===== config.mk =====
export PLATFORM = sky130hd
export DESIGN_NAME = tube_display
export DESIGN_NICKNAME = d
export VERILOG_FILES = /design/src/rtl/tube_display.sv
export SDC_FILE = /design/constraint.sdc
export NUM_CORES = 1
export LEC_CHECK = 0
export BUFFER_PORTS_ARGS = -buffer_cell sky130_fd_sc_hd__buf_2
export CAP_MARGIN = 20
export CORE_MARGIN = 2
export CORE_UTILIZATION = 40
export CTS_CLUSTER_DIAMETER = 100
export DETAILED_ROUTE_END_ITERATION = 8
export PLACE_DENSITY = 0.6
export SYNTH_ARGS = -nofsm -noshare
export SYNTH_HDL_FRONTEND = slang
export SYNTH_SLANG_ARGS = --single-unit

===== constraint.sdc =====
create_clock -name clk -period 2.4 [get_ports clk]
set_input_delay 0 -clock clk [delete_from_list [all_inputs] [get_ports clk]]
set_output_delay 0 -clock clk [all_outputs]
set_load 0.01 [all_outputs]

===== src/rtl/tube_display.sv =====
// 8-digit multiplexed hex display with CPU-writable 32-bit value and per-digit blank mask.
// seg_out/seg_en are registered one cycle after the scan/value/mask state; writes never stall.
module tube_display #(
  parameter int SCAN_DIV = 50000
) (
  input  logic        clk,
  input  logic        reset,
  input  logic        tubecs,
  input  logic        tubewrite,
  input  logic [1:0]  tubeaddr,
  input  logic [15:0] tubewdata,
  output logic [7:0]  seg_out,
  output logic [7:0]  seg_en,
  output logic [31:0] tube_value
);

  localparam logic [15:0] SCAN_LAST = 16'(SCAN_DIV - 1);

  logic [31:0] value_q;
  logic [7:0]  mask_q;
  logic [15:0] scan_cnt;
  logic [2:0]  digit_idx;
  logic        wr_vld;
  logic        scan_wrap;
  logic [3:0]  nibble;
  logic [7:0]  seg_nxt;
  logic [7:0]  en_nxt;

  function automatic logic [7:0] hex_to_seg(input logic [3:0] h);
    logic [7:0] s;
    case (h)
      4'h0: s = 8'hC0;
      4'h1: s = 8'hF9;
      4'h2: s = 8'hA4;
      4'h3: s = 8'hB0;
      4'h4: s = 8'h99;
      4'h5: s = 8'h92;
      4'h6: s = 8'h82;
      4'h7: s = 8'hF8;
      4'h8: s = 8'h80;
      4'h9: s = 8'h90;
      4'hA: s = 8'h88;
      4'hB: s = 8'h83;
      4'hC: s = 8'hC6;
      4'hD: s = 8'hA1;
      4'hE: s = 8'h86;
      default: s = 8'h8E;
    endcase
    return s;
  endfunction

  assign wr_vld     = tubecs & tubewrite;
  assign scan_wrap  = (scan_cnt == SCAN_LAST);
  assign nibble     = value_q[{digit_idx, 2'b00} +: 4];
  assign tube_value = value_q;

  // Blanked digits drive no enable at all, so at most one enable is ever low.
  always_comb begin
    seg_nxt = 8'hFF;
    en_nxt  = 8'hFF;
    if (!mask_q[digit_idx]) begin
      seg_nxt = hex_to_seg(nibble);
      en_nxt  = ~(8'h01 << digit_idx);
    end
  end

  always_ff @(posedge clk or negedge reset) begin
    if (!reset) begin
      value_q <= 32'h0;
      mask_q  <= 8'h00;
    end else if (wr_vld) begin
      case (tubeaddr)
        2'b00:   value_q[15:0]  <= tubewdata;
        2'b01:   value_q[31:16] <= tubewdata;
        2'b10:   mask_q         <= tubewdata[7:0];
        default: ;
      endcase
    end
  end

  always_ff @(posedge clk or negedge reset) begin
    if (!reset) begin
      scan_cnt  <= 16'h0;
      digit_idx <= 3'd0;
    end else if (scan_wrap) begin
      scan_cnt  <= 16'h0;
      digit_idx <= digit_idx + 3'd1;
    end else begin
      scan_cnt  <= scan_cnt + 16'd1;
    end
  end

  always_ff @(posedge clk or negedge reset) begin
    if (!reset) begin
      seg_out <= 8'hFF;
      seg_en  <= 8'hFF;
    end else begin
      seg_out <= seg_nxt;
      seg_en  <= en_nxt;
    end
  end

endmodule


==> results of run 1 <==
## logic make-up (layout without fill, tap and decap cells)
| kind of cell | count (synthesis) | count (layout) |
|---|---|---|
| flip-flops | 74 | 74 |
| AO/OA/AOI/OAI | 17 | 17 |
| other | 1 | 1 |
| adder cells (fa/ha/maj) | 13 | 13 |
| multiplexers | 58 | 58 |
| XOR/XNOR | 15 | 15 |
| buffers and inverters | 16 | 118 |
| AND/OR/NAND/NOR | 70 | 70 |
## through the flow
step	hold slack, ps	instances	area [um^2]	setup slack [ps]	util (%)
floorplan	-296	264	3500	228	-
global placement	212	440	3980	315	46.3
detailed placement	213	440	3980	222	46.3
CTS	252	473	4380	226	50.9
global route	81.5	474	4400	43.9	51.2
finish	63.5	474	4400	197	51.2
## synthesized netlist by cell type, types with 2 or more instances
cell	count	area, um^2
sky130_fd_sc_hd__buf_6	2	22.5
sky130_fd_sc_hd__nor2_1	17	63.8
sky130_fd_sc_hd__xnor2_1	10	87.6
sky130_fd_sc_hd__nand3_1	6	30.0
sky130_fd_sc_hd__dfstp_2	15	394
sky130_fd_sc_hd__o21ai_0	4	20.0
sky130_fd_sc_hd__a21oi_1	2	10.0
sky130_fd_sc_hd__nand4_1	3	18.8
sky130_fd_sc_hd__buf_2	2	10.0
sky130_fd_sc_hd__mux4_2	2	45.0
sky130_fd_sc_hd__xor2_1	5	43.8
sky130_fd_sc_hd__a31oi_1	2	12.5
sky130_fd_sc_hd__mux2i_1	8	80.1
sky130_fd_sc_hd__o221ai_1	3	26.3
sky130_fd_sc_hd__nor3_1	3	15.0
sky130_fd_sc_hd__inv_1	7	26.3
sky130_fd_sc_hd__mux2_2	41	462
sky130_fd_sc_hd__dfrtp_1	59	1480
sky130_fd_sc_hd__and3_1	3	18.8
sky130_fd_sc_hd__nand2_1	25	93.8
sky130_fd_sc_hd__ha_1	13	163
sky130_fd_sc_hd__mux4_1	6	158
sky130_fd_sc_hd__clkbuf_1	3	11.3
sky130_fd_sc_hd__nor2b_1	3	18.8
## state kept, by name (all words and copies together) (netlist names)
name / count
seg_en: 8
digit_idx: 3
tube_value: 32
scan_cnt: 16
seg_out: 7
mask_q: 8
## power breakdown
part / internal, mW / switching, mW / total, mW
registers: 1.47 / 0.136 / 1.61
logic: 0.390 / 0.382 / 0.772
clock network: 0.615 / 0.481 / 1.10
total: 2.48 / 1.00 / 3.48
## layout by cell type, fill, tap and decap left out, types with 9 or more instances in the layout
cell type and count:
sky130_fd_sc_hd__buf_2 68, sky130_fd_sc_hd__buf_4 9, sky130_fd_sc_hd__clkbuf_8 10, sky130_fd_sc_hd__dfrtp_1 59, sky130_fd_sc_hd__dfstp_2 15, sky130_fd_sc_hd__dlygate4sd3_1 17
sky130_fd_sc_hd__ha_1 13, sky130_fd_sc_hd__mux2_2 41, sky130_fd_sc_hd__nand2_1 25, sky130_fd_sc_hd__nor2_1 17, sky130_fd_sc_hd__xnor2_1 10
## worst paths after layout
path                            slack, ps                      from                          to  cells past startpoint
worst min-delay path                   60                     reset       scan_cnt[5]$_DFF_PN0_                      2
worst max register to register        200  digit_idx[0]$_DFFE_PN0N_        seg_out[3]$_DFF_PN1_                      8
max in group asynchronous            1630                     reset  tube_value[26]$_DFFE_PN0P_                      4
min in group clk                      260               tubeaddr[0]  tube_value[14]$_DFFE_PN0P_                      4
worst min register to register        500     scan_cnt[0]$_DFF_PN0_       scan_cnt[0]$_DFF_PN0_                      1
worst max-delay path                  200  digit_idx[0]$_DFFE_PN0N_        seg_out[3]$_DFF_PN1_                      8
## per-layer routing
layer  part of all wire, %  routed length (um)
met3                   5.4                 403
met5                     0                   0
met2                    45                3370
met4                   1.5                 114
met1                    48                3560
## final cells by class
type | instances | area (um^2)
well taps | 108 | 135
fillers | 771 | 4200
inverters | 7 | 26.3
clock inverters | 6 | 88.8
repair buffers | 95 | 598
multi-input cells | 174 | 1540
clock buffers | 10 | 138
flip-flops and latches | 74 | 1870
==> impl_metrics.toml, run 1 <==
[outcome]
result_of_the_run = "completed"

[yosys]
syn-num-nets = 299
dominantRegCellSynth = "sky130_fd_sc_hd__dfrtp_1"
xor_xnor_portion_of_the_synthesized_cell_area_pct = 3.75
synth_mux_area_share_pct = 21.9
synth-adder-area-share_pct = 4.64
synth_top_family_by_area = "multiplexers"
synth-seq-area-share_pct = 53.4
synth_cells = 264
synth_enable_flop_cells = 0
synth_area_um2 = 3500
yosys_warnings = 0
synth-compound-area-share_pct = 3.89
area_share_of_and_or_nand_nor_cells_after_synthesis_pct = 9.68
synth_seq_cells = 74
post_synth.cell_area_avg_um2 = 13.3
ys_async_sr_fraction_pct = 100
count_of_unique_library_cells_instantiated_by_yosys = 44

[global_route]
grt_use_total_pct = 17.0
groute.layer.met1.usage_pct = 23.5
grt_pass1_wl_um = 12800
pin_count_of_the_biggest_net_entering_global_routing = 45
antenna_found_initial = 0
met2_resource_use_gr_pct = 25.8
grt_pass1_vias = 2490
grt.met3_usage_pct = 5.54
globalRouteOverflowTotal = 0
top_usage_layer = "met2"

[setup_path]
crit_path_cell_trace = "mux4_1, nand2_1, nand2_1, inv_1, ha_1, a21boi_0, a2111oi_2, a31oi_1"
critPathLaunchType = "flop"
worst-setup-path-type = "flop to flop"
crit_path_max_incr_delay_ps = 570
cp_data_arrival_time_ps = 2480
critical-path-slowest-cell = "sky130_fd_sc_hd__mux4_1"
crit_path_end_kind = "flop"
max_fanout_on_critical_path = 5
critPathRequiredTime_ps = 2670
worst_path_buffer_plus_inverter_count = 1
most_frequent_cell_on_the_critical_path = "sky130_fd_sc_hd__nand2_1"
critPathTopFamily = "compound AO/OA/AOI/OAI gates"

[clock_tree]
post_cts_hold_buffer_count = 17
cts_tree = "done"
ctsResizeCount = 0
cts.reportedPaths.clkPinSlew_ps = 80
insertion_delay_ps = 350
cts_num_sinks = 74
cts_buffers = 9
ctsHtreeMaxLevel = 3
clockBufferDepth = 2
post-cts-setup-buffer-count = 0
ctsRootBufferMaster = "sky130_fd_sc_hd__clkbuf_8"

[sta]
post-route-period-util_pct = 91.8
report.final.setup_viol = 0
setup_tns_ps = 0
finalCriticalPeriod_ps = 2200
finalHoldViolations = 0
layout_skew_ps = 8.10
timing_worst_slew_pin_value_ps = 767
rsz0062_at_grt = "no"
fmaxAchievable_mhz = 454
max_slew_margin_pct = 48.7
slew_viol_final = 0

[final_layout]
num-nets-final = 396
ratio_of_cells_with_drive_above_1_in_the_final_layout_pct = 43.4
syn_to_final_growth_pct = 25.5
n_antenna_cell = 0

[die]
starting_utilization_of_the_core_area_pct = 40.8
die_width_um = 97.6
num_rows = 34
fp.dieArea_um2 = 9520
fp.coreArea_um2 = 8590
die_h_um = 97.6
io_pins = 70

[routing]
detail_route.wirelength_um = 7450
detailedRoute.firstIterationViolations = 92
firstDrtPassIters = 4
route.detailed.vias_per_inst = 4.91
drc_viols = 0
detail_route.wl_per_cell_um = 15.7
ant_nets = 0
dr_total_vias = 2326

[flow_run]
drv_cap = 0

[place]
dp_hpwl_um = 5290
gp_congestion = 0.809
io_buffers = 68

[power]
p_leak_nw = 1.97
power_density_nw_per_um2 = 791
power_mw = 3.48
vdd_ir_drop_max_mv = 0.452

[hold_path]
hold_class = "primary input to async pin"
No activity file was read; power rests on OpenSTA's default activity.
==> run 2, diff against run 1 <==
--- a/config.mk
+++ b/config.mk
@@ -12,6 +12,7 @@
 export CTS_CLUSTER_DIAMETER = 100
 export DETAILED_ROUTE_END_ITERATION = 8
 export PLACE_DENSITY = 0.6
+export RECOVER_POWER = 25
 export SYNTH_ARGS = -nofsm -noshare
 export SYNTH_HDL_FRONTEND = slang
 export SYNTH_SLANG_ARGS = --single-unit
==> constraint.sdc (replaced) <==
create_clock -name clk -period 2.4 [get_ports clk]
set_input_delay 0 -clock clk [delete_from_list [all_inputs] [get_ports clk]]
set_output_delay 0 -clock clk [all_outputs]
set_load 0.005 [all_outputs]
==> run 2 against run 1 <==
Combinational power decreased by 9.3%. Worst setup slack gained 6.2 ps. Critical path type unchanged. Power shrank 2.1%. Clock power barely moved. Non-clock buffer count unchanged. Fmax rose by 0.28%. Hold slack gained 120 ps. Largest cell class unchanged. Sequential cell count stayed put. Core utilization down 0.23 points. Clock skew is essentially flat. Global-route usage is the same. Largest power group unchanged. Sequential share of layout area is 0.19 points higher.
==> impl_metrics.toml, run 2 (synthesis results as in run 1) <==
[final_layout]
fill_cells = 773
syn_to_final_growth_pct = 25.0
layout_commonest_cell = "sky130_fd_sc_hd__buf_2"
max_ffs_per_register = 32
ff_latch_area_um2 = 1870
ratio_of_cells_with_drive_above_1_in_the_final_layout_pct = 42.9
num-nets-final = 396
most-common-layout-cells = "sky130_fd_sc_hd__buf_2, sky130_fd_sc_hd__dfrtp_1, sky130_fd_sc_hd__mux2_2, sky130_fd_sc_hd__nand2_1"
multi_input_gate_area_in_the_final_layout_um2 = 1540
n_antenna_cell = 0

[setup_path]
critPathLaunchType = "flop"
critPathTopFamily = "compound AO/OA/AOI/OAI gates"
critical_path_depth = 8
cp_data_arrival_time_ps = 2470
critPathRequiredTime_ps = 2670
worst-setup-path-type = "flop to flop"
max_fanout_on_critical_path = 5
worst_path_buffer_plus_inverter_count = 1
crit_path_cell_trace = "mux4_1, nand2_1, nand2_1, inv_1, ha_1, a21boi_0, a2111oi_2, a31oi_1"
crit_path_end_kind = "flop"
crit_path_max_incr_delay_ps = 570
critical-path-slowest-cell = "sky130_fd_sc_hd__mux4_1"
count_of_cells_along_the_worst_register_to_register_path = 8
most_frequent_cell_on_the_critical_path = "sky130_fd_sc_hd__nand2_1"

[global_route]
pin_count_of_the_biggest_net_entering_global_routing = 45
globalRouteOverflowTotal = 0
grt_use_total_pct = 17.0
antenna_found_initial = 0
grt_pass1_wl_um = 12800
grt_pass1_vias = 2490

[power]
power.share.sequential_pct = 47.2
clock_power_share_pct = 32.2
power.switching_mw = 0.935
power.share.combinational_pct = 20.5
power_density_nw_per_um2 = 778
vdd_ir_drop_max_mv = 0.445
p_leak_nw = 1.96
power_mw = 3.41
p_sw_share_pct = 27.5
p_int_mw = 2.47

[sta]
holdWs_ps = 184
max_slew_margin_pct = 48.9
finalCriticalPeriod_ps = 2200
finalHoldViolations = 0
setup_tns_ps = 0
post-route-period-util_pct = 91.5
report.final.setup_viol = 0
timing_worst_slew_pin_value_ps = 765
slew_viol_final = 0
fmaxAchievable_mhz = 455
layout_skew_ps = 7.85
rsz0062_at_grt = "no"

[routing]
detail_route.wl_per_cell_um = 15.7
wl_met2_um = 3380
firstDrtPassIters = 4
met1_wl_um = 3560
drc_viols = 0
dr_total_vias = 2323
detailedRoute.firstIterationViolations = 84
detail_route.wirelength_um = 7450
ant_nets = 0
route.top_layer_used = "met4"
routed-wl-met3_um = 394
route.detailed.vias_per_inst = 4.90

[place]
io_buffers = 68
gp_congestion = 0.809
dp_hpwl_um = 5290

[clock_tree]
cts_num_sinks = 74
cts_buffers = 9
insertion_delay_ps = 350
ctsHtreeMaxLevel = 3
clockBufferDepth = 2
ctsResizeCount = 0
cts_tree = "done"
ctsRootBufferMaster = "sky130_fd_sc_hd__clkbuf_8"
cts.reportedPaths.clkPinSlew_ps = 80

[die]
starting_utilization_of_the_core_area_pct = 40.8
fp.dieArea_um2 = 9520
die_width_um = 97.6
io_pins = 70
num_rows = 34
fp.coreArea_um2 = 8590
die_h_um = 97.6

[hold_path]
hold_class = "primary input to async pin"

[flow_run]
drv_cap = 0

[outcome]
result_of_the_run = "completed"
## run 2: through the flow
| step | cell area [um^2] | worst slack [ps] | instances | util (%) |
|---|---|---|---|---|
| 4_1_cts | 4380 | 226 | 473 | 50.9 |
| 6_report | 4380 | 203 | 474 | 50.9 |
| 5_1_grt | 4380 | 43.9 | 474 | 50.9 |
| 3_3_place_gp | 3980 | 315 | 440 | 46.3 |
| 3_5_place_dp | 3980 | 222 | 440 | 46.3 |
| 2_1_floorplan | 3500 | 228 | 264 | - |
## run 2: per-layer routing
metal,up-vias,global-route usage (%)
li1,1131,-
met1,1119,23.5
met2,65,25.8
met3,8,5.54
met4,0,5.02
met5,-,0
## run 2: repair_timing
action,in CTS,in global routing
endpoints found under the hold margin,66,0
hold buffers,17,0
setup endpoints to repair,0,0
setup buffers,0,0
## run 2: final timing paths
kind,start,to,slack [ps]
setup / recovery,digit_idx[0]$_DFFE_PN0N_,seg_out[3]$_DFF_PN1_,200
hold / removal,reset,scan_cnt[5]$_DFF_PN0_,180
setup reg to reg,digit_idx[0]$_DFFE_PN0N_,seg_out[3]$_DFF_PN1_,200
hold reg to reg,scan_cnt[0]$_DFF_PN0_,scan_cnt[0]$_DFF_PN0_,500
max in group asynchronous,reset,tube_value[16]$_DFFE_PN0P_,840
min in group clk,tubeaddr[0],tube_value[14]$_DFFE_PN0P_,260
## run 2: layout make-up
class,instances,area share (%)
timing repair buffer,95,13.2
tap,108,3.09
clock inverter,6,2.03
clock buffer,10,3.14
multi-input combinational,174,35.2
sequential,74,42.7
inverter,7,0.600
## run 2: power by group through the flow
stage / combinational (mW) / sequential, mW / clock (mW)
global route: 0.779 / 1.64 / 1.18
CTS: 0.706 / 1.61 / 1.12
finish: 0.700 / 1.61 / 1.10
floorplan: 0.383 / 1.61 / 0
global placement: 0.667 / 1.64 / 0
detailed placement: 0.682 / 1.64 / 0
## run 2: worst register-to-register path: stages, from the launching register on
cell                        delay, ps
sky130_fd_sc_hd__dfrtp_1          460
sky130_fd_sc_hd__mux4_1           570
sky130_fd_sc_hd__nand2_1           80
sky130_fd_sc_hd__nand2_1          130
sky130_fd_sc_hd__inv_1            160
sky130_fd_sc_hd__ha_1             150
sky130_fd_sc_hd__a21boi_0         320
sky130_fd_sc_hd__a2111oi_2         90
sky130_fd_sc_hd__a31oi_1          170
